<file path="src/rtl/game_flow_fsm.sv">
// game_flow_fsm
//   Game-flow controller: IDLE -> COUNTDOWN -> ALIVE -> DYING -> (COUNTDOWN | GAME_OVER).
//   The game has a configurable number of lives. Each life begins with a countdown
//   timed in frames, and each kill is followed by a dying phase timed in frames.
//   The start key is edge-detected internally.
//
// Optional feature macro: GAME_PAUSE_EN
//   When defined, a start rising edge in ALIVE enters PAUSED, and a second rising
//   edge returns to ALIVE.
//
// Ports
//   Clk          in   system clock
//   Reset_n      in   asynchronous active-low reset
//   frame_tick   in   one-Clk pulse per video frame
//   start        in   start/continue key (level); only its rising edge is used
//   bird_killed  in   collision flag (level)
//   state_num    out  [2:0] IDLE=0 COUNTDOWN=1 ALIVE=2 DYING=3 GAME_OVER=4 PAUSED=5
//   killed_out   out  high in DYING and GAME_OVER
//   freeze       out  high in every state except ALIVE
//   game_over    out  high only in GAME_OVER
//   lives_left   out  [LIFE_W-1:0] remaining lives
//   frame_cnt    out  [CNT_W-1:0] frames remaining in COUNTDOWN/DYING, else 0
module game_flow_fsm #(
  parameter int LIVES            = 3,
  parameter int COUNTDOWN_FRAMES = 180,
  parameter int DEATH_FRAMES     = 120,
  parameter int LIFE_W           = $clog2(LIVES + 1),
  parameter int CNT_W            = $clog2(((COUNTDOWN_FRAMES > DEATH_FRAMES) ?
                                           COUNTDOWN_FRAMES : DEATH_FRAMES) + 1)
) (
  input  logic              Clk,
  input  logic              Reset_n,
  input  logic              frame_tick,
  input  logic              start,
  input  logic              bird_killed,
  output logic [2:0]        state_num,
  output logic              killed_out,
  output logic              freeze,
  output logic              game_over,
  output logic [LIFE_W-1:0] lives_left,
  output logic [CNT_W-1:0]  frame_cnt
);

  typedef enum logic [2:0] {
    IDLE      = 3'd0,
    COUNTDOWN = 3'd1,
    ALIVE     = 3'd2,
    DYING     = 3'd3,
    GAME_OVER = 3'd4,
    PAUSED    = 3'd5
  } state_t;

  localparam logic [LIFE_W-1:0] LIVES_INIT = LIFE_W'(LIVES);
  localparam logic [CNT_W-1:0]  CD_LOAD    = CNT_W'(COUNTDOWN_FRAMES - 1);
  localparam logic [CNT_W-1:0]  DF_LOAD    = CNT_W'(DEATH_FRAMES - 1);

  state_t            state, state_nx;
  logic [LIFE_W-1:0] lives, lives_nx;
  logic [CNT_W-1:0]  cnt, cnt_nx;
  logic              start_q;
  logic              start_rise;

  // start_q keeps sampling start while reset is asserted. A key held down
  // through reset release is then already "seen", so it does not start a game
  // until the key is released and pressed again.
  always_ff @(posedge Clk) begin
    start_q <= start;
  end

  assign start_rise = start & ~start_q;

  always_ff @(posedge Clk or negedge Reset_n) begin
    if (!Reset_n) begin
      state <= IDLE;
      lives <= LIVES_INIT;
      cnt   <= '0;
    end else begin
      state <= state_nx;
      lives <= lives_nx;
      cnt   <= cnt_nx;
    end
  end

  always_comb begin
    state_nx = state;
    lives_nx = lives;
    cnt_nx   = cnt;
    case (state)
      IDLE: begin
        lives_nx = LIVES_INIT;
        if (start_rise) begin
          state_nx = COUNTDOWN;
          cnt_nx   = CD_LOAD;
        end
      end
      COUNTDOWN: begin
        if (frame_tick) begin
          if (cnt == '0) state_nx = ALIVE;
          else           cnt_nx   = cnt - 1'b1;
        end
      end
      ALIVE: begin
        if (bird_killed) begin
          state_nx = DYING;
          lives_nx = (lives != '0) ? lives - 1'b1 : '0;
          cnt_nx   = DF_LOAD;
        end
`ifdef GAME_PAUSE_EN
        else if (start_rise) begin
          state_nx = PAUSED;
        end
`endif
      end
      DYING: begin
        if (frame_tick) begin
          if (cnt == '0) begin
            if (lives == '0) begin
              state_nx = GAME_OVER;
              cnt_nx   = '0;
            end else begin
              state_nx = COUNTDOWN;
              cnt_nx   = CD_LOAD;
            end
          end else begin
            cnt_nx = cnt - 1'b1;
          end
        end
      end
      GAME_OVER: begin
        lives_nx = '0;
        if (start_rise) state_nx = IDLE;
      end
`ifdef GAME_PAUSE_EN
      PAUSED: begin
        if (start_rise) state_nx = ALIVE;
      end
`endif
      default: begin
        state_nx = IDLE;
        lives_nx = LIVES_INIT;
        cnt_nx   = '0;
      end
    endcase
  end

  assign lives_left = lives;

  always_comb begin
    state_num  = 3'd0;
    killed_out = 1'b0;
    freeze     = 1'b1;
    game_over  = 1'b0;
    frame_cnt  = '0;
    case (state)
      IDLE: begin
        state_num = 3'd0;
      end
      COUNTDOWN: begin
        state_num = 3'd1;
        frame_cnt = cnt;
      end
      ALIVE: begin
        state_num = 3'd2;
        freeze    = 1'b0;
      end
      DYING: begin
        state_num  = 3'd3;
        killed_out = 1'b1;
        frame_cnt  = cnt;
      end
      GAME_OVER: begin
        state_num  = 3'd4;
        killed_out = 1'b1;
        game_over  = 1'b1;
      end
`ifdef GAME_PAUSE_EN
      PAUSED: begin
        state_num = 3'd5;
      end
`endif
      default: begin
        state_num = 3'd0;
      end
    endcase
  end

endmodule

</file>
<file path="config.mk">
export PLATFORM = sky130hd
export DESIGN_NAME = game_flow_fsm
export DESIGN_NICKNAME = d
export VERILOG_FILES = /design/src/rtl/game_flow_fsm.sv
export SDC_FILE = /design/constraint.sdc
export NUM_CORES = 1
export LEC_CHECK = 0
export CORE_MARGIN = 4
export CORE_UTILIZATION = 35
export DETAILED_ROUTE_END_ITERATION = 7
export GPL_TIMING_DRIVEN = 1
export SLEW_MARGIN = 10
export SYNTH_ARGS = -nofsm -noshare
export SYNTH_HDL_FRONTEND = slang
export SYNTH_SLANG_ARGS = --single-unit
export TNS_END_PERCENT = 30
</file>
<file path="constraint.sdc">
create_clock -name Clk -period 4.1 [get_ports Clk]
set_input_delay 1.025 -clock Clk [delete_from_list [all_inputs] [get_ports Clk]]
set_output_delay 1.025 -clock Clk [all_outputs]
set_load 0.05 [all_outputs]
</file>
# Yosys cells after proc, flatten, opt, wreduce, memory -nomap -nowiden
# Cells that the tools add are included.
[op_classes] bitwise_logic=4 eq_ne=12 n_reduce_logical=9 muxes=25 addsub=2
[op_table] cell="$mux W8" count=8
[op_table] cell="$pmux W8 S5" count=1
[op_table] cell="$mux W3" count=8
[op_table] cell="$ne A2 B2 Y1 const B" count=8
[op_table] cell="$pmux W3 S5" count=1
[op_table] cell="$pmux W3 S4" count=1
[op_table] cell="$logic_not A8 Y1" count=1
[op_table] cell="$sub A8 B1 Y8 const B" count=1
[op_table] cell="$reduce_and A7 Y1" count=1
[op_table] cell="$eq A3 B2 Y1 const B" count=2
[op_table] cell="$pmux W2 S3" count=1
[op_table] cell="$reduce_and A6 Y1" count=1
[op_table] cell="$mux W2" count=2
[op_table] cell="$reduce_or A2 Y1" count=2
[op_table] cell="$eq A3 B1 Y1 const B" count=1
[op_table] cell="$eq A3 B3 Y1 const B" count=1
[op_table] cell="$logic_not A3 Y1" count=1
[op_table] cell="$mux W1" count=3
[op_table] cell="$not A1 Y1" count=3
[op_table] cell="$logic_not A2 Y1" count=1
[op_table] cell="$reduce_and A2 Y1" count=1
[op_table] cell="$reduce_bool A2 Y1" count=1
[op_table] cell="$sub A2 B1 Y2 const B" count=1
[op_table] cell="$and A1 B1 Y1" count=1
[totals] ff_bits=14 input_bits=5 word_cells=56 out_inout_bits=16

# Longest topological paths before layout
[logic_depth] depth_word=5 depth_mapped=8 ltp_nobuf=7

# Worst setup path after synthesis
# OpenSTA, ideal clock, no wires.
[synth_timing] kind="reg2out" startpoint="register state[1]" endpoint="output port killed_out" path_buffers=1 arrival_time_ps=1764 required_ps=3075 path_stages_with_launch=5 slack_ps=1311 path_cell_list="dfrtp_1 buf_4 nor2_1 and2_1 nand2b_1"
[synth_between] elab_chain_cells=3 elab_cells_between_ends=4 cone_classes="eq/ne: 2; mux: 1; reduce/logical: 1"
[synth_lines] element="start, declared" line="57" source="state_t state, state_nx;"
[synth_lines] element="start signal, assigned" line="78" source="state <= state_nx;"
[synth_lines] element="$eq A3 B3 Y1 or $eq A3 B2 Y1 (tied branches)" line="154" source="case (state)"
[synth_lines] element="$reduce_or A2 Y1 (no source line) *"
[synth_lines] element="$mux W1 *" line="154"
[synth_lines] element="end, declared" line="37" source="output logic killed_out,"
# Every way passes the cells marked *; elsewhere a longest branch is shown, timed or not.

# Worst setup path in the final report
[layout_timing] startpoint="register state[2]" endpoint="output port frame_cnt[6]"
[layout_between] elab_chain_cells=3 elab_cells_between_ends=4 cone_classes="eq/ne: 2; mux: 1; reduce/logical: 1"
[layout_lines] element="$eq A3 B2 Y1 or $eq A3 B1 Y1 (tied branches)" line="154"
[layout_lines] element="$reduce_or A2 Y1 (no source line) *"
[layout_lines] element="$mux W8 *" line="154"
[layout_lines] element="end, declared" line="41" source="output logic [CNT_W-1:0] frame_cnt"
# Marks and branches as above.

==> impl_metrics.env <==
export IMPL_status="finished clean"
export IMPL_tightest_slew_ns=0.950
export IMPL_dp_hpwl_mm=1.92
export IMPL_ioPinCount=21
export IMPL_critPathLaunchType="register"
export IMPL_synth_ff_type="dfrtp_1"
export IMPL_final_instance_count_excl_fill=167
export IMPL_syn_to_final_growth_pct=21.6
export IMPL_worst_setup_path_end_kind="primary output"
export IMPL_die_x_um=63.1
export IMPL_slowest_delay_ns=0.79
export IMPL_dieArea_sq_um=3980
export IMPL_final_antenna_net_count=0
export IMPL_grt_start_max_net_pins=20
export IMPL_fmax_mhz=280
export IMPL_insertion_delay_ns=0.29
export IMPL_grt_pass1_vias=1010
export IMPL_cp_arrival_ns=2.55
export IMPL_diodes=0
export IMPL_root_buffer="clkbuf_4"
export IMPL_yosysSeqAreaShare_pct=32.7
export IMPL_path_buf_inv=2
export IMPL_finalSetupTns_ns=0
export IMPL_track_usage_pct=15.2
export IMPL_dr_total_vias=979
export IMPL_period_share_pct=87.2
export IMPL_avgViaCountPerCell=5.86
export IMPL_synth_edff_count=0
export IMPL_slew_viol_final=0
export IMPL_path_cells="nand2b_1 > inv_1 > and2_1 > clkdlybuf4s50_1"
export IMPL_fin_crit_ns=3.57
export IMPL_synthCells=118
export IMPL_slew_headroom_pct=36.6
export IMPL_syn_nets=125
export IMPL_coreArea_sq_um=2830
export IMPL_cts_sinks=14
export IMPL_finalSetupViolCount=0
export IMPL_cts_path_max_buffers=2
export IMPL_grt_overflow_total=0
export IMPL_drv_cap=0
export IMPL_ys_types=53
export IMPL_fill_cells=297
export IMPL_skew_ns=0.00672
export IMPL_dp_cells=163
export IMPL_drt_pass1_iter_count=6
export IMPL_antenna_found_initial=0
export IMPL_portBuffers=20
export IMPL_hp_class="reg -> reg"
export IMPL_cp_top_family="buffers and inverters"
export IMPL_cts_buffers=3
export IMPL_critical_path_required_ns=3.07
export IMPL_synth_seq_cells=14
export IMPL_syn_area_sq_um=1060
export IMPL_wl_per_cell_um=16.3
export IMPL_routed_wl_mm=2.73
export IMPL_syn_area_per_cell_sq_um=9.01
export IMPL_post_cts_resized=0
export IMPL_place_congestion=0.811
export IMPL_rsz0062_at_grt="no"
export IMPL_crit_fanout=15
export IMPL_cts_htree_levels=1
export IMPL_clk_pin_slew_worst_paths_ns=0.09
export IMPL_holdBufCountCts=0
export IMPL_critPathKind="reg -> out"
export IMPL_synthArstFlopShare_pct=92.9
export IMPL_start_util_pct=37.6
export IMPL_drt_iter0_drc=31
export IMPL_cts_tree="yes"
export IMPL_hold_viol_final=0
export IMPL_grt_first_pass_wirelength_mm=4.90
export IMPL_drive_gt1_share_pct=14.0
export IMPL_crit_slowest_cell="clkdlybuf4s50_1"
export IMPL_die_y_um=63.1
export IMPL_fp_row_count=19
export IMPL_layout_nets=144
export IMPL_drc=0
export IMPL_post_cts_buffers=0
export IMPL_yosys_warnings=0
## area by class of cell
cell class	instances	area, sq um	area share (%)
flip-flops and latches	14	348	26.9
inverters	8	30.0	2.32
well taps	31	38.8	3.00
multi-input cells	89	643	49.7
repair buffers	21	208	16.1
clock buffers	4	26.3	2.03
## logic make-up after synthesis
logic type | share of synthesized area (%)
and+or+nand+nor | 24.0
adders and majority gates | 2.35
AOI/OAI and AO/OA | 30.6
xor gates and xnor gates | 2.47
buffers and inverters | 6.82
muxes | 1.06
DFF | 32.7
## state kept, by name, summed over array words and instances, names as in the netlist
| signal | cells |
|---|---|
| lives_left | 2 |
| state | 3 |
| start_q | 1 |
| cnt | 8 |
## cell usage in the layout, fill, tap and decap left out, drive strengths merged, types with 3 or more instances in the layout
cell and instances:
clkdlybuf4s50 20, a22o 4, a31oi 3, and2 6, inv 8, nand3 4, nand2b 3, dfrtp 11
a21oi 7, nor2 9, o211ai 4, o21ai 5, clkbuf 4, nand2 7
## cell usage after synthesis, drive strengths merged (2+ instances only)
cell,number,area (sq um)
o32a,2,20.0
nand2,7,26.3
o21ai,5,25.0
ha,2,25.0
a31oi,3,18.8
nand3,4,32.5
and3,2,13.8
nand2b,3,18.8
a21oi,7,38.8
o31ai,2,20.0
inv,8,30.0
o211ai,4,30.0
xnor2,2,17.5
dfrtp,11,275
buf,6,38.8
a22o,4,36.3
nor3,2,10.0
nor2,9,33.8
nor2b,2,12.5
a2bb2oi,2,23.8
dfstp,2,52.6
and2,6,37.5
## layer usage
metal  routed length [um]  track usage (%)
met5                    0                0
met4                   43             5.79
met3                  129             3.37
met2                 1220             23.8
met1                 1340             20.3
## worst reg2reg max path: stages, from the launching register on
cell and delay (ns):
dfrtp_1 0.44, nor4_4 0.52, nand3_4 0.16, o311ai_2 0.80, nor2_1 0.21, a22o_2 0.27
## metrics by stage
stage / hold WS [ns] / setup slack, ns / instance area, sq um / util [%]
after global placement: 0.560 / 0.933 / 1270 / 44.8
after detailed placement: 0.575 / 0.872 / 1270 / 44.8
final: 0.583 / 0.525 / 1290 / 45.7
after floorplan: 0.502 / 1.31 / 1060 / -
after global routing: 0.619 / 0.384 / 1290 / 45.7
after CTS: 0.592 / 0.520 / 1290 / 45.7
## path summary, 6_finish.rpt
path / from / to / slack (ns) / cells after the start
setup / recovery: state[2]$_DFFE_PN0P_ / frame_cnt[6] / 0.53 / 4
hold / removal: cnt[6]$_DFFE_PN0P_ / cnt[6]$_DFFE_PN0P_ / 0.58 / 2
setup reg to reg: cnt[3]$_DFFE_PN0P_ / cnt[0]$_DFFE_PN0P_ / 1.58 / 5
hold reg to reg: cnt[6]$_DFFE_PN0P_ / cnt[6]$_DFFE_PN0P_ / 0.58 / 2
max in group asynchronous: Reset_n / cnt[6]$_DFFE_PN0P_ / 2.58 / 1
min in group asynchronous: Reset_n / cnt[3]$_DFFE_PN0P_ / 1.11 / 1
Power is not shown: default switching activity piles up to over one toggle a cycle in this logic, so the estimate is an artifact.
